==> config.mk <==
export PLATFORM = sky130hd
export DESIGN_NAME = resp_demux
export DESIGN_NICKNAME = d
export VERILOG_FILES = /design/src/rtl/resp_demux_pkg.sv /design/src/rtl/demux_slot.sv /design/src/rtl/resp_demux.sv
export SDC_FILE = /design/constraint.sdc
export NUM_CORES = 1
export LEC_CHECK = 0
export ABC_CLOCK_PERIOD_IN_PS = 2300
export CORE_MARGIN = 5
export CORE_UTILIZATION = 30
export DETAILED_ROUTE_END_ITERATION = 10
export RECOVER_POWER = 25
export SLEW_MARGIN = 20
export SYNTH_ARGS = -nofsm -noshare
export SYNTH_HDL_FRONTEND = slang
export SYNTH_SLANG_ARGS = --single-unit
export TNS_END_PERCENT = 100
==> constraint.sdc <==
create_clock -name clk -period 2.3 [get_ports clk]
set_input_delay 0.46 -clock clk [delete_from_list [all_inputs] [get_ports clk]]
set_output_delay 0.46 -clock clk [all_outputs]
set_load 0.03 [all_outputs]
==> src/rtl/resp_demux_pkg.sv <==
// Shared definitions for the registered 1-to-2 response demultiplexer.
// Holds the select encodings and the per-slot state encoding.
package resp_demux_pkg;

  localparam logic SEL_OUT1 = 1'b0;
  localparam logic SEL_OUT2 = 1'b1;

  typedef enum logic {
    EMPTY = 1'b0,
    FULL  = 1'b1
  } slot_state_e;

endpackage

==> src/rtl/demux_slot.sv <==
// One-entry output register with EMPTY/FULL state for one demux destination.
// With DEMUX_STATS_EN defined, also counts drains (wrapping at 2^CNT_W).
module demux_slot
  import resp_demux_pkg::*;
#(
  parameter int width = 31,
  parameter int CNT_W = 16
) (
  input  logic             clk,
  input  logic             rst,
  input  logic             accept,
  input  logic [width:0]   in_data,
  input  logic             out_ready,
  output logic [width:0]   out_data,
  output logic             out_valid
`ifdef DEMUX_STATS_EN
  ,
  output logic [CNT_W-1:0] cnt
`endif
);

  slot_state_e          state_r;
  slot_state_e          state_s;
  logic [width:0]       data_r;

  // Slot state register.
  always_ff @(posedge clk or posedge rst) begin
    if (rst) begin
      state_r <= EMPTY;
    end else begin
      state_r <= state_s;
    end
  end

  // Next state: an accept always leaves the slot FULL, which covers
  // the drain-and-refill case without a bubble.
  always_comb begin
    state_s = state_r;
    case (state_r)
      EMPTY: begin
        if (accept) begin
          state_s = FULL;
        end else begin
          state_s = EMPTY;
        end
      end
      FULL: begin
        if (accept) begin
          state_s = FULL;
        end else if (out_ready) begin
          state_s = EMPTY;
        end else begin
          state_s = FULL;
        end
      end
      default: state_s = EMPTY;
    endcase
  end

  // Payload register; holds its last value after a drain.
  always_ff @(posedge clk or posedge rst) begin
    if (rst) begin
      data_r <= {(width+1){1'b0}};
    end else if (accept) begin
      data_r <= in_data;
    end
  end

  assign out_valid = (state_r == FULL);
  assign out_data  = data_r;

`ifdef DEMUX_STATS_EN
  logic [CNT_W-1:0] cnt_r;

  // Drain counter, wraps naturally.
  always_ff @(posedge clk or posedge rst) begin
    if (rst) begin
      cnt_r <= {CNT_W{1'b0}};
    end else if (out_valid && out_ready) begin
      cnt_r <= cnt_r + {{(CNT_W-1){1'b0}}, 1'b1};
    end
  end

  assign cnt = cnt_r;
`endif

endmodule

==> src/rtl/resp_demux.sv <==
// Registered 1-to-2 valid/ready demultiplexer, one-cycle latency per destination.
// Optional drain counters cnt1/cnt2 are built when DEMUX_STATS_EN is defined.
module resp_demux
  import resp_demux_pkg::*;
#(
  parameter int width = 31,
  parameter int CNT_W = 16
) (
  input  logic             clk,
  input  logic             rst,
  input  logic [width:0]   in_data,
  input  logic             in_sel,
  input  logic             in_valid,
  output logic             in_ready,
  output logic [width:0]   out1_data,
  output logic             out1_valid,
  input  logic             out1_ready,
  output logic [width:0]   out2_data,
  output logic             out2_valid,
  input  logic             out2_ready
`ifdef DEMUX_STATS_EN
  ,
  output logic [CNT_W-1:0] cnt1,
  output logic [CNT_W-1:0] cnt2
`endif
);

  logic accept1_s;
  logic accept2_s;

  // Ready follows only the selected slot, so a stalled slot never blocks the other.
  assign in_ready  = (in_sel == SEL_OUT1) ? (~out1_valid | out1_ready)
                                          : (~out2_valid | out2_ready);
  assign accept1_s = in_valid & in_ready & (in_sel == SEL_OUT1);
  assign accept2_s = in_valid & in_ready & (in_sel == SEL_OUT2);

  demux_slot #(.width(width), .CNT_W(CNT_W)) u_slot1 (
    .clk       (clk),
    .rst       (rst),
    .accept    (accept1_s),
    .in_data   (in_data),
    .out_ready (out1_ready),
    .out_data  (out1_data),
    .out_valid (out1_valid)
`ifdef DEMUX_STATS_EN
    ,
    .cnt       (cnt1)
`endif
  );

  demux_slot #(.width(width), .CNT_W(CNT_W)) u_slot2 (
    .clk       (clk),
    .rst       (rst),
    .accept    (accept2_s),
    .in_data   (in_data),
    .out_ready (out2_ready),
    .out_data  (out2_data),
    .out_valid (out2_valid)
`ifdef DEMUX_STATS_EN
    ,
    .cnt       (cnt2)
`endif
  );

endmodule

## Word-level counts from Yosys, hierarchy flattened

Index checks and enable logic that the tools add are counted.

- Multiplexer cells: 9
- Bitwise gates (word level): 8

Operators with widths:

| operator | number |
|---|---|
| 1-bit 2-to-1 mux | 7 |
| 1-bit case mux with 2 select lines | 2 |
| 1-bit AND | 3 |
| 1-bit NOT | 3 |
| 1-bit bitwise OR | 2 |

- Bits in registers: 66
- Input bits: 38
- Output and inout port bits: 67
- Logic and storage cells: 21

## Depth between registers and ports, before layout

Gate-level depths: netlist (run 1).

- Depth after elaboration: 7
- Mapped depth: 4
- Gate-level depth less buffers: 3

## Modules after synthesis

From an unflattened synthesis (run 1), not the netlist that was laid out.

- Cells, all modules: 151
- Area total of the unflattened synthesis: 2807.7 um2

Modules (own cells, without submodules):

| module | times used | cells each | area each (um2) | seq. area each (um2) |
|---|---|---|---|---|
| demux_slot | 2 | 72 | 1381.3 | 825.8 |
| resp_demux | 1 | 7 | 45.0 | 0.0 |

## Worst setup path before layout (run 1)

OpenSTA, ideal clock, no wires.

- Path kind: reg2out
- Start point: register u_slot2.state_r, in the netlist u_slot2.out_valid
- End point: output port in_ready
- Arrival: 1.237 ns
- Data required time: 1.840 ns
- Setup slack: 0.603 ns
- Cell stages (with the launch flop): 3
- Buffers on the path: 0
- Cells stage by stage: dfrtp_1 and2b_1 a21oi_1

- Cells in the longest elaborated chain, start to end: 3

RTL lines:

| what | line | source |
|---|---|---|
| start: declaration | demux_slot.sv:22 | `slot_state_e state_r;` |
| start signal: assignment | demux_slot.sv:31 | `state_r <= state_s;` |
| 1-bit NOT | resp_demux.sv:33 | `: (~out2_valid \| out2_ready);` |
| 1-bit bitwise OR | resp_demux.sv:33 |  |
| 1-bit 2-to-1 mux | resp_demux.sv:32 | `assign in_ready = (in_sel == SEL_OUT1) ? (~out1_valid \| out1_ready)` |
| end: declaration | resp_demux.sv:14 | `output logic in_ready,` |

No other way between the ends.

## Worst setup path after layout (run 1)

- Start point: input port out2_ready
- End point: output port in_ready

- Cells in the longest elaborated chain, start to end: 2

RTL lines:

| what | line | source |
|---|---|---|
| start: declaration | resp_demux.sv:20 | `input logic out2_ready` |
| 1-bit bitwise OR | resp_demux.sv:33 |  |
| 1-bit 2-to-1 mux | resp_demux.sv:32 |  |

No other way between the ends.

==> key figures, run 1 <==
Hold path
  – Origin of the worst min-delay path: u_slot2.out_data[25]
  – Hold Crit Class: flip-flop to flip-flop

Clock tree
  – Hold buffers post-CTS: 0
  – Clock Pin Slew Worst Setup and Hold Paths: ~0.07 ns
  – Number of buffers created by CTS: 9
  – Clock Path Buffers: 2
  – Post-CTS setup buffer count: 0
  – CTS tree: built
  – Cts repair resizes: 0
  – # H-tree levels: 3
  – Root Driver: clkbuf_8
  – Num Clock Sinks: 66
  – Clk_lat worst skew: about 0.32 ns

Worst setup path
  – Critical path class: primary input to output pin
  – Critical Path RT: between 1.5 and 2 ns
  – CP Capture Type: output pin
  – Crit path max-delay family: buffers and inverters
  – Crit. path cell count: 4
  – Slowest CP cell: clkdlybuf4s50_1
  – Crit start category: primary input
  – Crit Path Max Fanout: 3
  – CP arrival: ~1.5 ns
  – Worst R2R End: u_slot1.out_data[30]
  – Worst Path Buf+Inv: 2
  – R2r worst-path depth: 4
  – Biggest cell delay along the critical path: approximately 0.47 ns
  – CP startpoint: out2_ready
  – FF-to-FF Start: u_slot1.out_valid
  – Worst Setup EP: in_ready
  – Critical-path cell list: clkdlybuf4s50_1 > and2b_1 > a21oi_1 > buf_4
  – R2R setup slack: approximately 0.86 ns

Timing
  – Max-slew violations: 0
  – # setup viols final: 0
  – Post-route clock skew: 0.00600 ns
  – Fmax: between 500 and 600 MHz
  – Tcrit/Tclk final: about 85%
  – Tmin final: between 1.5 and 2 ns
  – Final hold violations: 0
  – Setup ws final: approximately 0.35 ns
  – Relative slew slack: 76.9%
  – Worst slew pin tran: roughly 0.35 ns
  – Fin Setup TNS: 0 ns
  – RSZ-0062 raised after global routing: no
  – Final Hold Slack: a little under 0.5 ns

Flow run
  – # Max-Cap Violations: 0

Cells and area
  – Layout cells sized above 1: roughly 32%
  – Ant. Diodes: 0
  – Area Overhead vs Synth: 55.0%
  – # nets final: approximately 300

Logic synthesis
  – Post-synthesis async set-or-reset flop share: between 90% and 100%
  – Distinct cells, synth: 15
  – Yosys reg bits: between 60 and 70
  – Synth Instances: 147
  – Post-synth net total: about 190
  – Leading area contributor after synthesis: dfrtp_1
  – Commonest register cell after synthesis: dfrtp_1
  – Synth top area cells: dfrtp_1 (65%), mux2_2 (28%), buf_6 (1.8%), clkbuf_8 (1.1%), mux2_1 (0.89%)
  – Post-synthesis sequential area ratio: 65.4%
  – EDFF count, synth: 0
  – YS warnings: 0
  – Most frequent cells after synthesis: dfrtp_1 (66), mux2_2 (62), buf_6 (4)
  – Syn_area_per_cell: approximately 17 um^2
  – Most common cell in the netlist: dfrtp_1
  – Synth Cell Area: about 2500 um^2
  – Post-synth top area share: between 60% and 70%

Global routing
  – Initial antenna violation count: 0
  – Final global-route overflow total: 0
  – GRT Total Usage: a little under an eighth
  – Global-route wire length before repair: approximately 9000 um
  – Largest net degree at the start of global routing: 67
  – Number of global-route vias before repair: ~1.8k

Placement
  – Port-buffer cells: roughly 100
  – Pre-CTS setup slack: approximately 0.27 ns
  – DP HPWL: 4070 um
  – Routability Congestion: around 0.66

Power and ir drop
  – Maximum vdd drop: ~0.37 mV
  – PD cells: 942 nW/um^2
  – Pleak: 1.61 nW
  – Total power: 3.69 mW

Route
  – Total wire length: roughly 5700 um
  – Initial DRC count: 14
  – DRT Pass-1 Iters: 4
  – Wire per inst: 15.3 um
  – DRC: 0
  – Antenna-violating nets left: 0
  – Routed vias/inst: about 4.3
  – Via count: between 1.5k and 2k

Die
  – Core Footprint: slightly above 8000 um^2
  – I/O pin count: between 100 and 150
  – Initial Util: between 30% and 40%
  – Die Ht: approximately 100 um
  – Die area: about 10000 um^2
  – Row cnt: 33
  – Die X: 102 um

Outcome
  – Status: complete, no violations
## power by group
group | internal (mW) | switching (mW)
combinational | 0.587 | 0.644
clock | 0.583 | 0.403
sequential | 1.37 | 0.102
total | 2.54 | 1.15
## logic make-up after synthesis
kind of cell	after synthesis	share of synthesized area (%)
simple gates	7	2.43
compound gates	2	0.396
mux	64	28.6
buf+inv	8	3.17
flops	66	65.4
## cells in the final DEF (no fill, tap or decap), types with 2 or more instances in the layout
cell type | netlist | routed
clkdlybuf4s50_1 | 0 | 102
dfrtp_1 | 66 | 66
mux2_2 | 62 | 62
clkbuf_8 | 2 | 12
buf_12 | 0 | 4
inv_1 | 2 | 2
mux2_1 | 2 | 2
buf_4 | 0 | 2
## worst min path at each step
stage / to / depth (start not counted)
after global placement: u_slot2.out_data[25] / 1
after CTS: u_slot2.out_data[25] / 1
final: u_slot2.out_data[25] / 1
after detailed placement: u_slot2.out_data[25] / 1
after floorplan: u_slot1.out_valid / 1
after global routing: u_slot2.out_data[7] / 1
## state kept, by name, indices dropped and copies added, names as in the netlist
name,cells
u_slot1.out_valid,1
u_slot2.out_valid,1
u_slot1.out_data,32
u_slot2.out_data,32
## stage by stage
stage / utilization (%) / area, um^2 / cells
after detailed placement: 45.1 / 3710 / 355
final: 47.6 / 3910 / 370
after CTS: 47.6 / 3910 / 370
after global placement: 45.1 / 3710 / 355
after global routing: 47.6 / 3910 / 370
after floorplan: - / 2520 / 147
## routing by layer
| metal | global-route usage, % | routed length [um] | vias up |
|---|---|---|---|
| met5 | 0 | 0 | - |
| met3 | 5.17 | 551 | 2 |
| li1 | - | - | 739 |
| met1 | 14.0 | 2340 | 786 |
| met4 | 4.91 | 22 | 0 |
| met2 | 18.3 | 2740 | 63 |
## final cells by class
| cell class | instances | area, um^2 |
|---|---|---|
| inverter | 2 | 7.51 |
| clock buffer | 13 | 169 |
| fill | 734 | 4300 |
| timing repair buffer | 109 | 1130 |
| tap | 105 | 131 |
| clock inverter | 2 | 35.0 |
| multi-input combinational | 73 | 792 |
| sequential | 66 | 1650 |
Power figures use the tool's default switching activity.
==> inputs of run 2 (changes only) <==
ABC_CLOCK_PERIOD_IN_PS = 1950   (was 2300)
clock period = 1.95 ns   (was 2.3 ns; I/O delays follow)
==> run 2 against run 1 <==
  * Routed wire length increased by 0.71%
  * Cell count increased by 0.27%
  * Non-clock buffer count unchanged
  * Clock skew increased by 0.0056 ns
  * Clock power increased by 30%
==> key figures, run 2 (synthesis gave the netlist of run 1 again) <==
Cells and area
  – Register Area: 1650 um^2
  – Core Util, Final: 47.5%
  – Most frequent cells in the layout: clkdlybuf4s50_1 (102), dfrtp_1 (66), mux2_2 (62)
  – Area Overhead vs Synth: 54.8%
  – Fill cells: 742
  – Ant. Diodes: 0
  – Commonest non-fill, non-tap cell in the layout: clkdlybuf4s50_1
  – Final Instance Area: around 3900 um^2
  – Multi-input logic area: 792 um^2
  – # nets final: 299
  – Layout cells sized above 1: approximately 33%

Clock tree
  – Clock Pin Slew Worst Setup and Hold Paths: 0.07 ns
  – CTS tree: built
  – # H-tree levels: 3
  – Clock Path Buffers: 2
  – Root Driver: clkbuf_8
  – Cts repair resizes: 0
  – Post-CTS setup buffer count: 0
  – Num Clock Sinks: 66
  – Hold buffers post-CTS: 0
  – Number of buffers created by CTS: 9
  – Clk_lat worst skew: approximately 0.34 ns

Timing
  – RSZ-0062 raised after global routing: no
  – Worst slew pin tran: about 0.90 ns
  – # setup viols final: 0
  – Max-slew violations: 0
  – Relative slew slack: between 30% and 40%
  – Post-route clock skew: roughly 0.012 ns
  – Final hold violations: 0
  – Tcrit/Tclk final: between 90% and 100%
  – Tmin final: 1.80 ns
  – Fin Setup TNS: 0 ns
  – Final Hold Slack: a little under 0.5 ns
  – Fmax: approximately 550 MHz

Route
  – Routed vias/inst: roughly 4.4
  – Antenna-violating nets left: 0
  – Total wire length: around 5700 um
  – DRT Pass-1 Iters: 2
  – DRC: 0
  – Via count: approximately 1.6k
  – Initial DRC count: 27
  – Wire per inst: 15.4 um

Global routing
  – Largest net degree at the start of global routing: 67
  – GRT Total Usage: between 10% and 20%
  – Final global-route overflow total: 0
  – Global-route wire length before repair: a little over 9000 um
  – Initial antenna violation count: 0
  – Number of global-route vias before repair: 1801

Power and ir drop
  – Sequential power share: ~39%
  – Maximum vdd drop: roughly 0.53 mV
  – Psw: approximately 1.4 mW
  – Pleak: approximately 1.6 nW
  – Internal power: between 3 and 4 mW
  – PD cells: about 1100 nW/um^2
  – Sw frac: 31.7%
  – Total power: 4.46 mW
  – Clk pwr share: about 29%
  – Comb power frac: about 32%

Worst setup path
  – CP arrival: approximately 1.4 ns
  – Worst R2R End: u_slot1.out_data[25]
  – Critical path class: primary input to output pin
  – R2r worst-path depth: 4
  – R2R setup slack: roughly 0.53 ns
  – CP startpoint: in_sel
  – Crit Path Max Fanout: 4
  – CP Capture Type: output pin
  – Crit start category: primary input
  – Critical Path RT: between 1.5 and 2 ns
  – FF-to-FF Start: u_slot1.out_valid

Die
  – Initial Util: roughly 30%
  – Die Ht: between 100 and 150 um
  – I/O pin count: approximately 110
  – Core Footprint: roughly 8000 um^2
  – Die X: roughly 100 um
  – Die area: 10300 um^2
  – Row cnt: 33

Placement
  – Routability Congestion: between 0.6 and 0.7
  – Placed instance area: ~3700 um^2
  – Port-buffer cells: roughly 100
  – DP HPWL: approximately 3900 um

Outcome
  – Status: complete, no violations

Hold path
  – Hold Crit Class: flip-flop to flip-flop
  – Origin of the worst min-delay path: u_slot2.out_data[24]
  – Hold path depth: 1
  – WHS Endpoint: u_slot2.out_data[24]

Flow run
  – # Max-Cap Violations: 0
## run 2: changes by cell type in the layout (fill, tap and decap cells not counted), sizes merged
cell / change
clkbuf: -1
buf: -1
inv: -1
clkinvlp: +2
bufinv: +1
clkinv: +1
## run 2: per-layer routing
metal / vias to the layer above / wire length [um] / global-route usage, %
met3: 8 / 529 / 6.13
met5: - / 0 / 0
met1: 806 / 2410 / 14.2
met2: 60 / 2690 / 17.8
met4: 0 / 68 / 3.37
li1: 745 / - / -
## run 2: layout make-up
class	count	share of cell area [%]
flip-flops and latches	66	42.3
inverters	2	0.288
repair buffers	109	28.2
multi-input cells	73	20.3
well taps	105	3.36
clock inverters	5	1.99
clock buffers	11	3.62
## run 2: worst max path at each step
stage	cells past startpoint	end	slack (ns)
2_1_floorplan	2	in_ready	0.32
3_3_place_gp	5	u_slot2.out_data[18]	0.02
3_5_place_dp	5	u_slot2.out_data[13]	0.01
4_1_cts	5	in_ready	0.14
5_1_grt	5	in_ready	0.08
6_report	5	in_ready	0.15
## run 2: worst max-delay path, stage by stage
cell and delay [ns]:
clkdlybuf4s50_1 0.57, buf_4 0.15, nor2_1 0.03, a21oi_1 0.10, buf_4 0.17
## run 2: through the flow
stage / setup slack [ns] / std cells
floorplan: 0.323 / 147
detailed placement: 0.00982 / 355
global route: 0.0850 / 371
finish: 0.146 / 371
global placement: 0.0215 / 355
CTS: 0.139 / 371
## run 2: power groups by stage
stage	clock [mW]	combinational, mW	sequential [mW]
finish	1.28	1.44	1.74
global route	1.38	1.52	1.77
CTS	1.32	1.47	1.75
detailed placement	0	1.47	1.77
global placement	0	1.46	1.76
floorplan	0	0.301	2.25
==> inputs of run 3 (changes only) <==
ABC_CLOCK_PERIOD_IN_PS = 1500   (was 1950)
clock period = 1.5 ns   (was 1.95 ns; I/O delays follow)
==> run 3 against run 2 <==
  * Largest cell class unchanged
  * Global-route usage rose by 0.16 points
  * The run now ends with setup timing left
  * Cell count rose by 2.4%
  * Critical endpoint is now u_slot2.out_data[9]
  * Clock skew fell by 0.0068 ns
==> key figures, run 3 (synthesis gave the netlist of run 1 again) <==
Hold path
  – Hold path depth: 1
  – Hold Crit Class: flip-flop to flip-flop

Timing
  – Relative slew slack: 44.3%
  – Setup ws final: -0.129 ns
  – Worst slew pin tran: between 0.8 and 0.9 ns
  – Max-slew violations: 0
  – Tmin final: about 1.6 ns
  – Final Hold Slack: around 0.5 ns
  – Fmax: 614 MHz
  – Tcrit/Tclk final: 109%
  – RSZ-0062 raised after global routing: yes
  – Fin Setup TNS: -2.36 ns
  – # setup viols final: 33
  – Final hold violations: 0
  – Post-route clock skew: between 0.004 and 0.005 ns

Global routing
  – Global Route met3 Usage: a little over 6%
  – GR peak layer: met2
  – GRT met1 Usage: 15.0%
  – Largest net degree at the start of global routing: 35
  – Final global-route overflow total: 0
  – Global-route wire length before repair: 9160 um
  – Number of global-route vias before repair: ~1.8k
  – Initial antenna violation count: 0
  – GRT Total Usage: 11.7%
  – Met2 usage: 16.9%

Power and ir drop
  – Total power: 5.47 mW
  – Maximum vdd drop: ~0.53 mV
  – PD cells: 1350 nW/um^2
  – Pleak: roughly 1.8 nW

Worst setup path
  – Critical path class: primary input to flip-flop
  – R2r worst-path depth: 5
  – Crit Path Max Fanout: 19
  – CP arrival: between 1.5 and 2 ns
  – Critical Path RT: approximately 1.7 ns
  – Crit start category: primary input
  – CP Capture Type: flip-flop

Cells and area
  – Core Util, Final: between 40% and 50%
  – Ant. Diodes: 0
  – Layout cells sized above 1: around 37%
  – # nets final: just over 300
  – Area Overhead vs Synth: 60.2%
  – Post-Layout Cell Count: 380
  – Final Instance Area: just over 4000 um^2
  – Commonest non-fill, non-tap cell in the layout: dlygate4sd2_1
  – Most frequent cells in the layout: dlygate4sd2_1 (67), dfrtp_1 (64), mux2_2 (36)

Route
  – Initial DRC count: 14
  – DRC: 0
  – Via count: approximately 1.7k
  – Total wire length: between 5000 and 6000 um
  – Wire per inst: between 15 and 20 um
  – DRT Pass-1 Iters: 4
  – Antenna-violating nets left: 0
  – Routed vias/inst: between 4 and 5

Placement
  – Port-buffer cells: 104
  – Pre-CTS setup slack: -0.353 ns
  – Routability Congestion: roughly 0.67
  – Cells after DPL: between 300 and 400
  – Placed instance area: between 3000 and 4000 um^2
  – DP HPWL: between 4000 and 5000 um

Outcome
  – Status: finished with violations
  – Violated checks: setup timing

Clock tree
  – Clk_lat worst skew: around 0.33 ns
  – Clock Pin Slew Worst Setup and Hold Paths: roughly 0.070 ns
  – Root Driver: clkbuf_8
  – CTS tree: built
  – Clock Path Buffers: 2
  – Number of buffers created by CTS: 9
  – Num Clock Sinks: 66
  – Hold buffers post-CTS: 0
  – # H-tree levels: 3

Flow run
  – # Max-Cap Violations: 0

Die
  – Die Ht: between 100 and 150 um
  – Die area: 10300 um^2
  – Die X: ~100 um
  – Initial Util: between 30 and 40%
  – I/O pin count: between 100 and 150
  – Row cnt: 33
  – Core Footprint: 8220 um^2
==> run 3: changes by cell type in the layout (fill, tap and decap cells not counted), moves of 2 or more <==
cell,previous run,this run
clkdlybuf4s50_1,102,35
dlygate4sd2_1,0,67
mux2_4,0,28
mux2_2,62,36
buf_6,0,3
buf_12,2,4
clkbuf_16,0,2
clkbuf_2,0,2
dfrtp_1,66,64
dfrtp_2,0,2
mux2_1,2,0
==> run 3: cell type report <==
cell class,instances,area (um^2)
clock buffer,11,131
multi-input combinational,73,912
fill,747,4170
sequential,66,1650
timing repair buffer,118,1150
clock inverter,5,55.1
inverter,2,8.76
tap,105,131
==> run 3: path summary, 6_finish.rpt <==
path	from	to	slack [ns]
min in group asynchronous	rst	u_slot1.out_data[7]	0.69
max reg2reg	u_slot2.out_valid	u_slot2.out_data[9]	-0.12
max	in_sel	u_slot2.out_data[9]	-0.13
max in group asynchronous	rst	u_slot2.out_valid	0.26
min reg2reg	u_slot1.out_data[21]	u_slot1.out_data[21]	0.50
min	u_slot1.out_data[21]	u_slot1.out_data[21]	0.50
==> run 3: worst max-delay path, cell delays in order <==
cell and delay, ns:
clkdlybuf4s50_1 0.57, nand2_1 0.14, nor2_4 0.24, buf_12 0.23, mux2_2 0.35
==> run 3: metal layers <==
metal | part of all wire, % | wire (um) | vias up
met5 | 0 | 0 | -
met3 | 9.5 | 568 | 2
li1 | - | - | 761
met1 | 45 | 2700 | 830
met4 | 0.48 | 29 | 0
met2 | 45 | 2700 | 66
==> run 3: repair_timing <==
| action | CTS | global route |
|---|---|---|
| setup endpoints to repair | 67 | 53 |
| resized for setup | 70 | 31 |
| buffers inserted | 1 | 2 |
| pin swaps | 2 | 0 |
| gates cloned | 0 | 2 |
==> run 3: where the power goes <==
group / total, mW / switching (mW) / internal, mW
combinational: 1.79 / 1.01 / 0.779
clock: 1.42 / 0.658 / 0.763
sequential: 2.26 / 0.159 / 2.10
total: 5.47 / 1.83 / 3.64
